## src/rtl/sq_ctrl_pkg.sv

```systemverilog
// sq_ctrl_pkg: shared states, reset values and config clamps for the square animator.
package sq_ctrl_pkg;
    typedef enum logic [2:0] {IDLE, WAIT_FRAME, MOVE_X, MOVE_Y, COMMIT} state_t;
    localparam int RST_X = 220;
    localparam int RST_Y = 140;
    localparam logic [7:0] RST_SIZE = 8'd200;
    localparam logic signed [3:0] RST_STEP = 4'sd1;
    localparam int SIZE_MIN = 8;
    localparam int SIZE_MAX = 255;
    function automatic logic [7:0] clamp_size(input logic [7:0] s);
        int v;
        v = int'(s);
        return 8'(v < SIZE_MIN ? SIZE_MIN : v > SIZE_MAX ? SIZE_MAX : v);
    endfunction
    // -8 has no positive counterpart, so a bounce could not negate it
    function automatic logic signed [3:0] clamp_step(input logic [3:0] s);
        return (s == 4'b1000) ? -4'sd7 : $signed(s);
    endfunction
endpackage

```

## src/rtl/sq_axis_step.sv

```systemverilog
// sq_axis_step: one-axis move with bounce off the 0 and limit edges.
module sq_axis_step #(
    parameter int CORDW = 10
) (
    input  logic [CORDW-1:0]  pos_i,
    input  logic signed [3:0] step_i,
    input  logic [7:0]        size_i,
    input  logic [CORDW-1:0]  limit_i,
    output logic [CORDW-1:0]  pos_o,
    output logic signed [3:0] step_o
);
    logic signed [CORDW+1:0] n, sz, lim, far;
    logic lo, hi;
    assign n   = $signed({2'b00, pos_i}) + $signed({{(CORDW-2){step_i[3]}}, step_i});
    assign sz  = $signed({{(CORDW-6){1'b0}}, size_i});
    assign lim = $signed({2'b00, limit_i});
    assign far = n + sz;
    assign lo  = n < 0;
    assign hi  = far > lim;
    assign pos_o  = (step_i == 4'sd0) ? pos_i : lo ? '0 : hi ? CORDW'(lim - sz) : n[CORDW-1:0];
    assign step_o = (step_i == 4'sd0 || !(lo || hi)) ? step_i : -step_i;
endmodule

```

## src/rtl/square_anim_ctrl.sv

```systemverilog
// square_anim_ctrl: bounces a square once per frame, applying new configs only in blanking.
module square_anim_ctrl
    import sq_ctrl_pkg::*;
#(
    parameter int CORDW = 10,
    parameter int H_RES = 640,
    parameter int V_RES = 480
) (
    input  logic             clk_pix,
    input  logic             rst_pix,
    input  logic [CORDW-1:0] sx,
    input  logic [CORDW-1:0] sy,
    input  logic             run,
    input  logic             cfg_valid,
    output logic             cfg_ready,
    input  logic [7:0]       cfg_size,
    input  logic [3:0]       cfg_dx,
    input  logic [3:0]       cfg_dy,
    output logic [CORDW-1:0] sq_x,
    output logic [CORDW-1:0] sq_y,
    output logic [7:0]       sq_size,
    output logic             frame_tick,
    output logic             busy
);
    state_t state_q, state_d;
    logic frame_tick_q, pend_q, pend_d;
    logic [CORDW-1:0] x_q, x_d, y_q, y_d, nx_q, nx_d, ny_q, ny_d, step_pos, fit_x, fit_y;
    logic [7:0] size_q, size_d, psize_q, psize_d;
    logic signed [3:0] dx_q, dx_d, dy_q, dy_d, ndx_q, ndx_d, ndy_q, ndy_d;
    logic signed [3:0] pdx_q, pdx_d, pdy_q, pdy_d, step_dir;
    logic on_y;
    assign on_y = state_q == MOVE_Y;
    sq_axis_step #(.CORDW(CORDW)) u_step (
        .pos_i   (on_y ? y_q : x_q),
        .step_i  (on_y ? dy_q : dx_q),
        .size_i  (size_q),
        .limit_i (on_y ? CORDW'(V_RES) : CORDW'(H_RES)),
        .pos_o   (step_pos),
        .step_o  (step_dir)
    );
    // a freshly loaded size may push the square past the far edge
    assign fit_x = (int'(nx_q) + int'(psize_q) > H_RES) ? CORDW'(H_RES - int'(psize_q)) : nx_q;
    assign fit_y = (int'(ny_q) + int'(psize_q) > V_RES) ? CORDW'(V_RES - int'(psize_q)) : ny_q;
    assign cfg_ready  = state_q == IDLE || state_q == WAIT_FRAME;
    assign busy       = state_q == MOVE_X || state_q == MOVE_Y || state_q == COMMIT;
    assign frame_tick = frame_tick_q;
    assign sq_x       = x_q;
    assign sq_y       = y_q;
    assign sq_size    = size_q;
    always_comb begin
        state_d = state_q;
        x_d = x_q;
        y_d = y_q;
        nx_d = nx_q;
        ny_d = ny_q;
        size_d = size_q;
        dx_d = dx_q;
        dy_d = dy_q;
        ndx_d = ndx_q;
        ndy_d = ndy_q;
        pend_d = pend_q;
        psize_d = psize_q;
        pdx_d = pdx_q;
        pdy_d = pdy_q;
        case (state_q)
            IDLE:       state_d = run ? WAIT_FRAME : IDLE;
            WAIT_FRAME: state_d = !run ? IDLE : frame_tick_q ? MOVE_X : WAIT_FRAME;
            MOVE_X: begin
                state_d = MOVE_Y;
                nx_d = step_pos;
                ndx_d = step_dir;
            end
            MOVE_Y: begin
                state_d = COMMIT;
                ny_d = step_pos;
                ndy_d = step_dir;
            end
            COMMIT: begin
                state_d = WAIT_FRAME;
                x_d = pend_q ? fit_x : nx_q;
                y_d = pend_q ? fit_y : ny_q;
                size_d = pend_q ? psize_q : size_q;
                dx_d = pend_q ? pdx_q : ndx_q;
                dy_d = pend_q ? pdy_q : ndy_q;
                pend_d = 1'b0;
            end
            default: state_d = IDLE;
        endcase
        if (cfg_valid && cfg_ready) begin
            pend_d = 1'b1;
            psize_d = clamp_size(cfg_size);
            pdx_d = clamp_step(cfg_dx);
            pdy_d = clamp_step(cfg_dy);
        end
    end
    always_ff @(posedge clk_pix or posedge rst_pix) begin
        if (rst_pix) begin
            state_q <= IDLE;
            frame_tick_q <= 1'b0;
            x_q <= CORDW'(RST_X);
            y_q <= CORDW'(RST_Y);
            nx_q <= CORDW'(RST_X);
            ny_q <= CORDW'(RST_Y);
            size_q <= RST_SIZE;
            dx_q <= RST_STEP;
            dy_q <= RST_STEP;
            ndx_q <= RST_STEP;
            ndy_q <= RST_STEP;
            pend_q <= 1'b0;
            psize_q <= RST_SIZE;
            pdx_q <= RST_STEP;
            pdy_q <= RST_STEP;
        end else begin
            state_q <= state_d;
            frame_tick_q <= sx == '0 && sy == CORDW'(V_RES);
            x_q <= x_d;
            y_q <= y_d;
            nx_q <= nx_d;
            ny_q <= ny_d;
            size_q <= size_d;
            dx_q <= dx_d;
            dy_q <= dy_d;
            ndx_q <= ndx_d;
            ndy_q <= ndy_d;
            pend_q <= pend_d;
            psize_q <= psize_d;
            pdx_q <= pdx_d;
            pdy_q <= pdy_d;
        end
    end
endmodule

```

## config.mk

```make
export PLATFORM = sky130hd
export DESIGN_NAME = square_anim_ctrl
export DESIGN_NICKNAME = d
export VERILOG_FILES = /design/src/rtl/sq_ctrl_pkg.sv /design/src/rtl/sq_axis_step.sv /design/src/rtl/square_anim_ctrl.sv
export SDC_FILE = /design/constraint.sdc
export NUM_CORES = 1
export LEC_CHECK = 0
export BUFFER_PORTS_ARGS = -buffer_cell sky130_fd_sc_hd__buf_2
export CAP_MARGIN = 20
export CORE_ASPECT_RATIO = 1.75
export CORE_MARGIN = 2
export CORE_UTILIZATION = 46
export CTS_CLUSTER_DIAMETER = 100
export CTS_CLUSTER_SIZE = 10
export DETAILED_ROUTE_END_ITERATION = 10
export GPL_TIMING_DRIVEN = 0
export SETUP_SLACK_MARGIN = 0.02
export SLEW_MARGIN = 5
export SYNTH_ARGS = -nofsm -noshare
export SYNTH_HDL_FRONTEND = slang
export SYNTH_SLANG_ARGS = --single-unit
export TNS_END_PERCENT = 20
```

## constraint.sdc

```tcl
create_clock -name clk_pix -period 9.12 [get_ports clk_pix]
set_input_delay 1.824 -clock clk_pix [delete_from_list [all_inputs] [get_ports clk_pix]]
set_output_delay 1.824 -clock clk_pix [all_outputs]
set_load 0.02 [all_outputs]
```

======== Word-level counts from Yosys, hierarchy flattened ========
Cells that the tools add are included.
storage, ports and cells
  register bits ........................... 85
  latch bits .............................. 0
  memory bits (writable) .................. 0
  bits in read-only memories .............. 0
  input bits .............................. 40
  output and inout bits ................... 31
  logic and storage cells ................. 70
  memories ................................ 0
cells by class
  $add $sub $neg .......................... 8
  $mul .................................... 0
  div/mod/pow operators ................... 0
  magnitude comparators ................... 5
  equal/unequal tests ..................... 7
  shift-type cells ........................ 0
  mux-type cells .......................... 22
  bitwise logic cells ..................... 0
  reduce and logical (&&, ||, !) cells .... 13
operators with widths
  cell                   count
  $mux 10                9
  $mux 4                 6
  $add 10x8->11          2
  $pmux 3 s5             1
  $add 11x4->12          1
  $add 12x9->12          1
  $gt 12x11->1           1
  $lt 12x1->1 const B    1
  $gt 11x10->1 const B   1
  $gt 11x9->1 const B    1
  $eq 10x9->1 const B    1
  $logic_not 10->1       1
  $sub 10x8->10          1
  $sub 10x8->10 const A  1
  $sub 9x8->10 const A   1
  $eq 4x4->1 const B     2
  $lt 8x4->1 const B     1
  $mux 8                 1
  $eq 3x2->1 const B     2
  $logic_or 1x1->1       5
  $logic_not 4->1        1
  $mux 2                 2
  $neg 4->4              1
  $eq 3x1->1 const B     1
  7 further kinds        10

======== Logic depth before layout (Yosys ltp) ========
Gate-level depths: netlist of run 1.
  depth after elaboration ................. 9
  gate-level depth with buffers ........... 31
  gate-level depth less buffers ........... 25

======== Hierarchy ========
A second synthesis of run 1 with hierarchy kept.
second synthesis, totals
  cell total of the unflattened synthesis .. 798
  area, all modules ....................... 6736.5 um^2
by module, submodules not included
  module            times used  cells each  area an instance (um^2)
  square_anim_ctrl  1           530         4764.6
  sq_axis_step      1           268         1971.9

======== Worst setup path before layout of run 1 ========
OpenSTA, ideal clock, no wires.
  kind .................................... register -> register
  start point ............................. reg state_q[2]
  end point ............................... reg ny_q[0]
  library setup time ...................... 127 ps
  arrival time ............................ 6095 ps
  path slack .............................. 2897 ps
  stages on the path, launching flop included .. 30
  buffers on the path ..................... 7
  clock period less this slack ............ 6223 ps
  cells stage by stage .................... dfrtp_1 -> buf_6 -> nand3b_4 -> inv_6 -> buf_6 -> buf_2 -> clkbuf_1 -> clkbuf_1 -> o21ai_0 -> ha_1 -> nor2_1 -> xnor2_1 -> ha_1 -> a21o_1 -> a21oi_1 -> nor2b_1 -> o21a_1 -> o41ai_1 -> xor2_1 -> ha_1 -> nand4b_1 -> nor4_1 -> nand2b_1 -> o21ai_0 -> and3_1 -> clkbuf_1 -> or3_4 -> buf_6 -> mux2i_1 -> a21oi_1
on the way
  cells in the longest elaborated chain, start to end .. 8
RTL lines
  what                               RTL line                                        RTL
  from (decl)                        square_anim_ctrl.sv:25                          state_t state_q, state_d;
  from (signal assigned)             square_anim_ctrl.sv:114                         state_q <= state_d;
  $eq 3x2->1 (*)                     square_anim_ctrl.sv:32, square_anim_ctrl.sv:65
  $mux 10 or $mux 4 (tied branches)  square_anim_ctrl.sv:34, square_anim_ctrl.sv:35
  $add 11x4->12                      sq_axis_step.sv:14                              assign n = $signed({2'b00, pos_i}) + $signed({{(CORDW-2){step_i[3]}}, step_i});
  $add 12x9->12                      sq_axis_step.sv:17                              assign far = n + sz;
  $gt 12x11->1                       sq_axis_step.sv:19                              assign hi = far > lim;
  $mux 10 (3 in series)              sq_axis_step.sv:20                              assign pos_o = (step_i == 4'sd0) ? pos_i : lo ? '0 : hi ? CORDW'(lim - sz) : n[CORDW-1:0];
  to (signal assigned)               square_anim_ctrl.sv:103                         ny_q <= CORDW'(RST_Y);
  to (signal assigned)               square_anim_ctrl.sv:119                         ny_q <= ny_d;
  to (decl)                          square_anim_ctrl.sv:27                          logic [CORDW-1:0] x_q, x_d, y_q, y_d, nx_q, nx_d, ny_q, ny_d, step_pos, fit_x, fit_y;
Mark *: on every way between the ends. The rest lies on a longest branch, timed or not.
A chain may end at the register's enable or synchronous reset.

======== Final worst setup path of run 1 ========
  start point ............................. reg state_q[2]
  end point ............................... reg nx_q[0]
on the way
  cells in the longest elaborated chain, start to end .. 8
RTL lines
  what                               RTL line                                        RTL
  $eq 3x2->1                         square_anim_ctrl.sv:32                          assign on_y = state_q == MOVE_Y;
  $mux 10 or $mux 4 (tied branches)  square_anim_ctrl.sv:34, square_anim_ctrl.sv:35
  $add 11x4->12                      sq_axis_step.sv:14
  $add 12x9->12                      sq_axis_step.sv:17
  $gt 12x11->1                       sq_axis_step.sv:19
  $mux 10 (3 in series)              sq_axis_step.sv:20
  to (signal assigned)               square_anim_ctrl.sv:102                         nx_q <= CORDW'(RST_X);
  to (signal assigned)               square_anim_ctrl.sv:118                         nx_q <= nx_d;
  to (decl)                          square_anim_ctrl.sv:27
Several ways; a longest one is shown, not always the timed one.

==> out/qor.txt, run 1 <==
status: completed
Residual DRC: 0
Max Freq: 117 MHz
Num CTS Buffers: 9
unrepaired setup endpoints after global routing: false
largest family of logic cells by synthesized area: simple AND/OR/NAND/NOR gates
adder-cell area share of the yosys netlist: 0.0877
Worst Tran Pin Value: 1.07 ns
CORE AREA: 0.0144 mm²
FP Rows: 58
antenna violations before repair: 0
Area Growth Syn to Fin: 13.4%
# diodes: 0
Post-Syn Nets: 888
Setup Viol. Count Final: 0
Avg WL per Cell: 20.9 µm
vias in the first global route: 6,563
gpl congestion: 0.997
Vias/cell: 6.05
I/O pin total: 71
post-layout minimum cycle time: 8.54 ns
Fin. Hold Viols: 0
via count: 6,495
Simple-Gate Fraction of Synth Area: 0.209
Pwr Density: 141 mW/mm²
crit-path max cell delay: 0.86 ns
post-synthesis mux area share: 0.0656
post-synthesis sequential area ratio: 0.321
Reg clk slew, reported paths: 0.08 ns
setup ws final: 0.582 ns
Clock Skew: 0.0120 ns
CTS sink count: 85
worst skew pair latency: 0.35 ns
Post-CTS Resized: 0
CP Class: reg2reg
Die X: 95.5 µm
Distinct cells, synth: 77
fillers: 1,365
critical path data arrival time: 8.76 ns
Finished Core Util: 0.531
dpl hpwl: 17,800 µm
Die Y: 164 µm
Root Driver: clkbuf_16
Compound-Gate Fraction of Synth Area: 0.205
top-area cell type share of the netlist area: 0.212
Post-CTS Hold Fix Bufs: 0
top cells by area, synth: dfrtp_1 (21%), dfstp_2 (11%), nand2_1 (7.6%)
Post-synth EDFFs: 0
Setup TNS Final: 0 ns
Mapped Area: 0.00673 mm²
fin nets: 971
Post-synth ARST share: 1.00
die area: 0.0157 mm²
syn_area_per_cell: 8.37 µm²
Buffers on Ports: 70
main flop type after synthesis: dfrtp_1
crit-path leading delay family: buffers and inverters
Pleak: 0.00354 µW
count of state elements after synthesis: 85
Bufs on Longest Clock Path: 2
CTS H-tree depth: 3
GRT Total Usage: 0.302
ANT nets after route: 0
pre-CTS WS: 0.648 ns
Post-Syn Instances: 805
Rel. slew slack: 0.278
Initial Util: 0.469
Post-Synth XOR/XNOR Area: 0.0609
Worst Path Max Fanout: 14
slowest cell on the critical path: o41ai_1
Req. time, crit path: 9.34 ns
drt first pass iters: 5
type of the worst min-delay path: reg2reg
grt ovf: 0
total power: 1070 µW
first-pass GRT wire length: 35,300 µm
Final Max Tran Viols: 0
worst vdd ir: 0.0903 mV
startpoint types: flop
Critical path buffers and inverters: 8
DRT iter0 DRCs: 392
max_cap viols: 0
Worst setup EP type: flop
CTS tree: yes
largest net degree at the start of global routing: 67
Post-CTS Setup Bufs: 0
Synth Warn #: 0
WL final: 22,400 µm
dominant cell type by area after synthesis: dfrtp_1
final period utilization: 0.936
share of cells above drive strength 1: 0.168
-- layer usage --
layer	track usage	vias up	part of all wire
met5	0	-	0
met4	0.151	0	0.053
met3	0.0344	63	0.042
met2	0.547	238	0.53
met1	0.342	3136	0.38
li1	-	3058	-
-- cell type report --
cell class                      instances  area [µm²]  area share
Buffer                                 44         208      0.0272
Sequential cell                        85        2160       0.283
Inverter                               35         139      0.0182
Clock buffer                           10         229      0.0300
Tap cell                              180         225      0.0295
Clock inverter                          6        57.6     0.00754
Multi-Input combinational cell        641        4230       0.554
Timing Repair Buffer                   72         385      0.0505
-- where the power goes --
| group | leakage (µW) | internal (µW) | switching (µW) |
|---|---|---|---|
| Sequential | 0.00104 | 410 | 37.6 |
| Combinational | 0.00235 | 107 | 150 |
| Clock | 0.000142 | 193 | 177 |
| Total | 0.00354 | 710 | 364 |
-- state kept, by name, summed over array words and instances, names as in the netlist --
register    flops
ny_q           10
pend_q          1
dx_q            4
sq_size         8
nx_q           10
sq_y           10
ndx_q           4
ndy_q           4
frame_tick      1
psize_q         8
state_q         3
pdx_q           4
dy_q            4
sq_x           10
pdy_q           4
-- cells in the final DEF, fill, tap and decap left out, types with 7 or more instances in the layout --
cell type	n
clkbuf_16	9
nor4_1	13
dfstp_2	28
o22ai_1	12
a31oi_1	7
dfrtp_1	57
nor3b_1	7
a21o_1	12
a211oi_1	15
ha_1	40
inv_1	32
o21ai_0	56
nor2b_1	7
mux2_2	7
buf_2	76
nand3_1	12
nand2_1	137
and3_1	11
a21oi_1	48
nor2_1	51
mux2i_1	34
xor2_1	16
nand2b_1	7
xnor2_1	29
nor3_1	17
clkbuf_1	27
-- path summary, 6_finish.rpt --
kind / slack [ns] / endpoint / startpoint / depth (start not counted)
min reg2reg: 0.48 / ndx_q[0]$_DFFE_PP1P_ / dx_q[0]$_DFFE_PP1P_ / 2
min: 0.48 / ndx_q[0]$_DFFE_PP1P_ / dx_q[0]$_DFFE_PP1P_ / 2
max: 0.58 / nx_q[0]$_DFFE_PP0P_ / state_q[2]$_DFF_PP0_ / 29
min in group asynchronous: 1.41 / frame_tick$_DFF_PP0_ / rst_pix / 2
max reg2reg: 0.58 / nx_q[0]$_DFFE_PP0P_ / state_q[2]$_DFF_PP0_ / 29
max in group asynchronous: 7.03 / sq_x[6]$_DFFE_PP1P_ / rst_pix / 3
-- through the flow --
| step | cell area, µm² | std cells | hold WS (ns) |
|---|---|---|---|
| 5_1_grt | 7630 | 1073 | 0.497 |
| 2_1_floorplan | 6730 | 805 | 0.439 |
| 3_5_place_dp | 7350 | 1057 | 0.460 |
| 4_1_cts | 7630 | 1073 | 0.477 |
| 6_report | 7630 | 1073 | 0.476 |
| 3_3_place_gp | 7310 | 1055 | 0.448 |
-- synth_stat cells, types with 15 or more instances --
cell / count
nand2_1: 137
dfrtp_1: 57
o21ai_0: 56
nor2_1: 51
a21oi_1: 48
ha_1: 40
mux2i_1: 34
inv_1: 33
xnor2_1: 29
dfstp_2: 28
clkbuf_1: 26
nor3_1: 17
xor2_1: 16
a211oi_1: 15
-- worst reg2reg max path: cells and delay by family, from the launching register on --
family	cells	cell delay [ns]
XOR/XNOR	2	0.39
flip-flops	1	0.37
AO/OA/AOI/OAI	7	1.92
AND/OR/NAND/NOR	8	1.83
buffers and inverters	8	2.67
multiplexers	1	0.30
adder cells (fa/ha/maj)	3	0.94
-- cell families after synthesis --
logic type	Yosys count
DFF	85
xor gates and xnor gates	46
and+or+nand+nor	294
buffers and inverters	79
muxes	42
adders and majority gates	46
AOI/OAI and AO/OA	213
No activity file was read; power rests on OpenSTA's default activity.
==> run 2: changes to the inputs <==
Settings changed: ABC_AREA set to 1.
==> run 2 against run 1 <==
Count of clock-buffer cells in the layout increased by 2. Area after synthesis decreased by 2.7%. Sequential share of layout area increased by 0.67 points. Utilization increased by 0.50 points. Global-route usage decreased by 2.2 points. Via count decreased by 2.9%. Flip-flop and latch count unchanged. Critical path type unchanged. Critical endpoint is now nx_q[8]$_DFFE_PP0P_. Largest cell class unchanged. Largest power group unchanged.
==> out/qor.txt, run 2 <==
status: completed
type of the worst min-delay path: reg2reg
Die X: 94.2 µm
startpoint types: flop
Num CTS Buffers: 9
Initial Util: 0.471
Synth Warn #: 0
Worst Path Max Fanout: 10
Setup TNS Final: 0 ns
Avg WL per Cell: 16.7 µm
total power: 830 µW
CP Class: reg2reg
DRT iter0 DRCs: 296
fillers: 1,504
post-layout minimum cycle time: 5.76 ns
crit-path max cell delay: 0.63 ns
I/O pin total: 71
Vias/cell: 5.21
grt ovf: 0
gpl congestion: 0.933
Buffers on Ports: 70
CTS tree: yes
Critical path buffers and inverters: 5
Residual DRC: 0
Post-CTS Resized: 0
slowest cell on the critical path: o21ai_0
syn_area_per_cell: 6.92 µm²
dpl cells: 1,195
CP most frequent cell: nand2_1
top-area cell type share of the netlist area: 0.218
Post-Syn Instances: 947
Post-CTS Setup Bufs: 0
critical path data arrival time: 5.99 ns
die area: 0.0153 mm²
worst reg2reg path depth: 32
Reg clk slew, reported paths: 0.06 ns
top cells by area, synth: dfrtp_1 (22%), nand2_1 (19%), dfstp_2 (11%)
Post-synth ARST share: 1.00
Req. time, crit path: 9.35 ns
Worst Hold Depth: 2
Setup Viol. Count Final: 0
Worst setup EP type: flop
Post-CTS Hold Fix Bufs: 0
dpl hpwl: 16,700 µm
first-pass GRT wire length: 32,500 µm
top post-synthesis cells by count: nand2_1 (334), inv_1 (106), nor2_1 (61)
CORE AREA: 0.0139 mm²
via count: 6,308
Worst Tran Pin Value: 0.835 ns
unrepaired setup endpoints after global routing: false
critical path launch point: state_q[0]$_DFF_PP0_
hold slack: 0.473 ns
max_cap viols: 0
worst vdd ir: 0.145 mV
largest net degree at the start of global routing: 59
Rel. slew slack: 0.443
WL final: 20,200 µm
Distinct cells, synth: 47
GRT Total Usage: 0.279
CTS H-tree depth: 3
Final Max Tran Viols: 0
Min-Delay Startpoint: ndy_q[0]$_DFFE_PP1P_
Max Freq: 174 MHz
dominant cell type by area after synthesis: dfrtp_1
Area Growth Syn to Fin: 13.8%
Post-synth EDFFs: 0
commonest non-fill, non-tap cells in the layout: nand2_1 (334), inv_1 (105), buf_2 (77)
most frequent cell after synthesis: nand2_1
Critical R2R Launch: state_q[0]$_DFF_PP0_
CTS sink count: 85
drt first pass iters: 7
Post-Syn Nets: 1,030
Mapped Area: 0.00655 mm²
Fin. Hold Viols: 0
Root Driver: clkbuf_16
main flop type after synthesis: dfrtp_1
FP Rows: 57
Critical Path Stages: 32
count of state elements after synthesis: 85
Clock Skew: 0.00586 ns
Final Non-Filler Cells: 1,211
vias in the first global route: 6,369
Pwr Density: 111 mW/mm²
Die Y: 162 µm
Bufs on Longest Clock Path: 2
worst skew pair latency: 0.34 ns
share of cells above drive strength 1: 0.161
crit-path leading delay family: compound AO/OA/AOI/OAI gates
most common cell after layout, fill and taps aside: nand2_1
antenna violations before repair: 0
post-synthesis sequential area ratio: 0.330
# diodes: 0
final period utilization: 0.632
Pleak: 0.00405 µW
ANT nets after route: 0
fin nets: 1,112
## run 2: through the flow
step,cell area [µm²],util,worst slack (ns)
after floorplan,6550,-,4.61
after global placement,7120,0.512,3.39
after detailed placement,7150,0.514,3.37
after CTS,7460,0.536,3.36
after global routing,7460,0.536,2.96
final,7460,0.536,3.36
## run 2: power breakdown
| part | switching (µW) | total (µW) | internal (µW) | leakage, µW |
|---|---|---|---|---|
| Sequential | 8.34 | 394 | 386 | 0.00103 |
| Clock | 147 | 373 | 226 | 0.000149 |
| Combinational | 39.5 | 62.2 | 22.7 | 0.00288 |
## run 2: per-layer routing
metal | vias up | wire length [µm] | GRT usage
met5 | - | 0 | 0
met4 | 0 | 922 | 0.126
met3 | 38 | 460 | 0.0232
met2 | 125 | 11000 | 0.527
met1 | 2930 | 7780 | 0.310
li1 | 3215 | - | -
## run 2: logic make-up after synthesis
logic type	after synthesis	synth area share
compound gates	123	0.106
xor+xnor	35	0.0468
fa+ha+maj	43	0.0855
buf+inv	144	0.0901
flops	85	0.330
simple gates	517	0.342
## run 2: layout make-up
class,count,area (µm²),share of cell area
multi-input combinational,718,3800,0.509
sequential,85,2160,0.290
inverter,115,437,0.0585
timing repair buffer,71,378,0.0507
clock buffer,12,256,0.0344
tap,177,221,0.0297
buffer,29,156,0.0210
clock inverter,4,47.5,0.00637
## run 2: worst reg2reg max path, delay by kind of cell, from the launching register on
| kind | cells | cell delay [ns] |
|---|---|---|
| AOI/OAI and AO/OA | 6 | 1.62 |
| and+or+nand+nor | 15 | 1.34 |
| adders and majority gates | 4 | 1.25 |
| DFF | 1 | 0.41 |
| buffers and inverters | 5 | 0.59 |
| xor gates and xnor gates | 2 | 0.44 |
## run 2: worst paths after layout
| path | end | slack (ns) |
|---|---|---|
| worst max register to register | nx_q[8]$_DFFE_PP0P_ | 3.36 |
| worst max-delay path | nx_q[8]$_DFFE_PP0P_ | 3.36 |
| worst min register to register | ndy_q[0]$_DFFE_PP1P_ | 0.47 |
| max in group asynchronous | sq_y[7]$_DFFE_PP1P_ | 6.99 |
| worst min-delay path | ndy_q[0]$_DFFE_PP1P_ | 0.47 |
| min in group asynchronous | psize_q[0]$_DFFE_PP0P_ | 1.47 |
==> run 3: changes to the inputs <==
Clock period 9.12 ns to 5.6 ns, I/O delays scaled along.
==> run 3 against run 2 <==
Largest power group unchanged. Count of clock-buffer cells in the layout stayed put. First-iteration DRC count is 0.68% lower. Final area is 0.86% higher. Largest cell class unchanged. Worst hold slack worse by 0.00098 ns.
==> out/qor.txt, run 3 (synthesis results as in run 2) <==
status: completed
Net Sw Power: 315 µW
type of the worst min-delay path: reg2reg
die area: 0.0153 mm²
drt first pass iters: 5
Buffers on Ports: 70
commonest non-fill, non-tap cells in the layout: nand2_1 (333), inv_1 (105), buf_2 (76)
critical path launch point: state_q[2]$_DFF_PP0_
setup ws final: 0.325 ns
CORE AREA: 0.0139 mm²
GR Util met2: 0.530
fin nets: 1,112
worst vdd ir: 0.236 mV
pre-CTS WS: -0.150 ns
antenna violations before repair: 0
worst skew pair latency: 0.33 ns
Worst R2R End: nx_q[8]$_DFFE_PP0P_
Bufs on Longest Clock Path: 2
gpl congestion: 0.933
I/O pin total: 71
Initial Util: 0.471
CP Capture Point: nx_q[8]$_DFFE_PP0P_
ANT nets after route: 0
most common cell after layout, fill and taps aside: nand2_1
FP Rows: 57
worst reg2reg path depth: 31
slowest cell on the critical path: dfrtp_1
dpl hpwl: 16,700 µm
GR peak layer: met2
Sw Share: 0.233
Reg clk slew, reported paths: 0.06 ns
total power: 1350 µW
Final Max Tran Viols: 0
Critical R2R Launch: state_q[2]$_DFF_PP0_
first-pass GRT wire length: 32,500 µm
GRT Total Usage: 0.280
Worst Tran Pin Value: 0.818 ns
startpoint types: flop
Die Y: 162 µm
Area Growth Syn to Fin: 14.8%
met1 Usage GRT: 0.311
Die X: 94.2 µm
DRT iter0 DRCs: 294
Pleak: 0.00407 µW
P_int: 1030 µW
Post-CTS Hold Fix Bufs: 0
Num CTS Buffers: 9
worst reg-to-reg setup slack: 0.33 ns
max_cap viols: 0
CP most frequent cell: nand2_1
Pwr Density: 179 mW/mm²
Clock Skew: 0.00511 ns
hold slack: 0.472 ns
Clock power frac: 0.449
share of cells above drive strength 1: 0.171
Fin. Hold Viols: 0
post-layout minimum cycle time: 5.27 ns
CTS H-tree depth: 3
Setup TNS Final: 0 ns
Setup Viol. Count Final: 0
Avg WL per Cell: 16.7 µm
Vias/cell: 5.18
CTS sink count: 85
via count: 6,276
Worst setup EP type: flop
WL final: 20,200 µm
vias in the first global route: 6,367
Residual DRC: 0
# diodes: 0
Root Driver: clkbuf_16
CP Class: reg2reg
CTS tree: yes
grt ovf: 0
crit-path max cell delay: 0.43 ns
Rel. slew slack: 0.455
critical path data arrival time: 5.50 ns
Worst Path Max Fanout: 10
sequential share of power: 0.476
largest net degree at the start of global routing: 59
final period utilization: 0.942
Req. time, crit path: 5.82 ns
M3 GR Usage: 0.0232
Logic pwr share: 0.075
Max Freq: 190 MHz
[run 3: cell types whose count changed in the layout (fill, tap and decap cells not counted), moves of 2 or more]
cell     change
o21ai_1      +2
xor2_2       +2
a21oi_2      +2
xor2_1       -2
o21ai_0      -3
ha_1         -2
a21oi_1      -2
[run 3: through the flow]
step | std cells | util | cell area, µm²
floorplan | 947 | - | 6550
global placement | 1194 | 0.512 | 7120
detailed placement | 1195 | 0.514 | 7150
CTS | 1211 | 0.537 | 7470
global route | 1211 | 0.541 | 7520
finish | 1211 | 0.541 | 7520
[run 3: area by class of cell]
cell class              instances  area (µm²)
multi-input cells             718        3860
repair buffers                 71         378
clock inverters                 4        47.5
well taps                     177         221
clock buffers                  12         256
fillers                      1497        6380
inverters                     115         437
plain buffers                  29         163
flip-flops and latches         85        2160
[run 3: repair_timing]
item,CTS,global route
pin swaps,0,1
setup endpoints to repair,26,26
hold endpoints to repair,0,0
buffers inserted,0,0
resized for setup,4,13
[run 3: worst max-delay path, delay by kind of cell, from the launching register on]
kind            cells  cell delay, ns
flops               1            0.43
compound gates      5            0.86
simple gates       14            1.37
xor+xnor            2            0.50
fa+ha+maj           4            1.13
buf+inv             6            0.87
[run 3: how the worst min path moves through the flow]
stage,from,to,depth (start not counted)
3_5_place_dp,ndy_q[0]$_DFFE_PP1P_,ndy_q[0]$_DFFE_PP1P_,2
5_1_grt,ndy_q[0]$_DFFE_PP1P_,ndy_q[0]$_DFFE_PP1P_,2
3_3_place_gp,ndy_q[0]$_DFFE_PP1P_,ndy_q[0]$_DFFE_PP1P_,2
6_report,ndy_q[0]$_DFFE_PP1P_,ndy_q[0]$_DFFE_PP1P_,2
2_1_floorplan,ndy_q[0]$_DFFE_PP1P_,ndy_q[0]$_DFFE_PP1P_,2
4_1_cts,ndy_q[0]$_DFFE_PP1P_,ndy_q[0]$_DFFE_PP1P_,2
[run 3: metal layers]
layer	share of wire	up-vias
met4	0.047	0
met2	0.55	121
met1	0.38	2897
met3	0.030	42
met5	0	-
li1	-	3216
[run 3: power groups by stage]
| stage | logic, µW | clock network (µW) | registers [µW] |
|---|---|---|---|
| after CTS | 103 | 616 | 642 |
| after detailed placement | 102 | 0 | 653 |
| final | 101 | 605 | 643 |
| after global routing | 118 | 638 | 644 |
| after floorplan | 63.5 | 0 | 648 |
| after global placement | 98.9 | 0 | 653 |
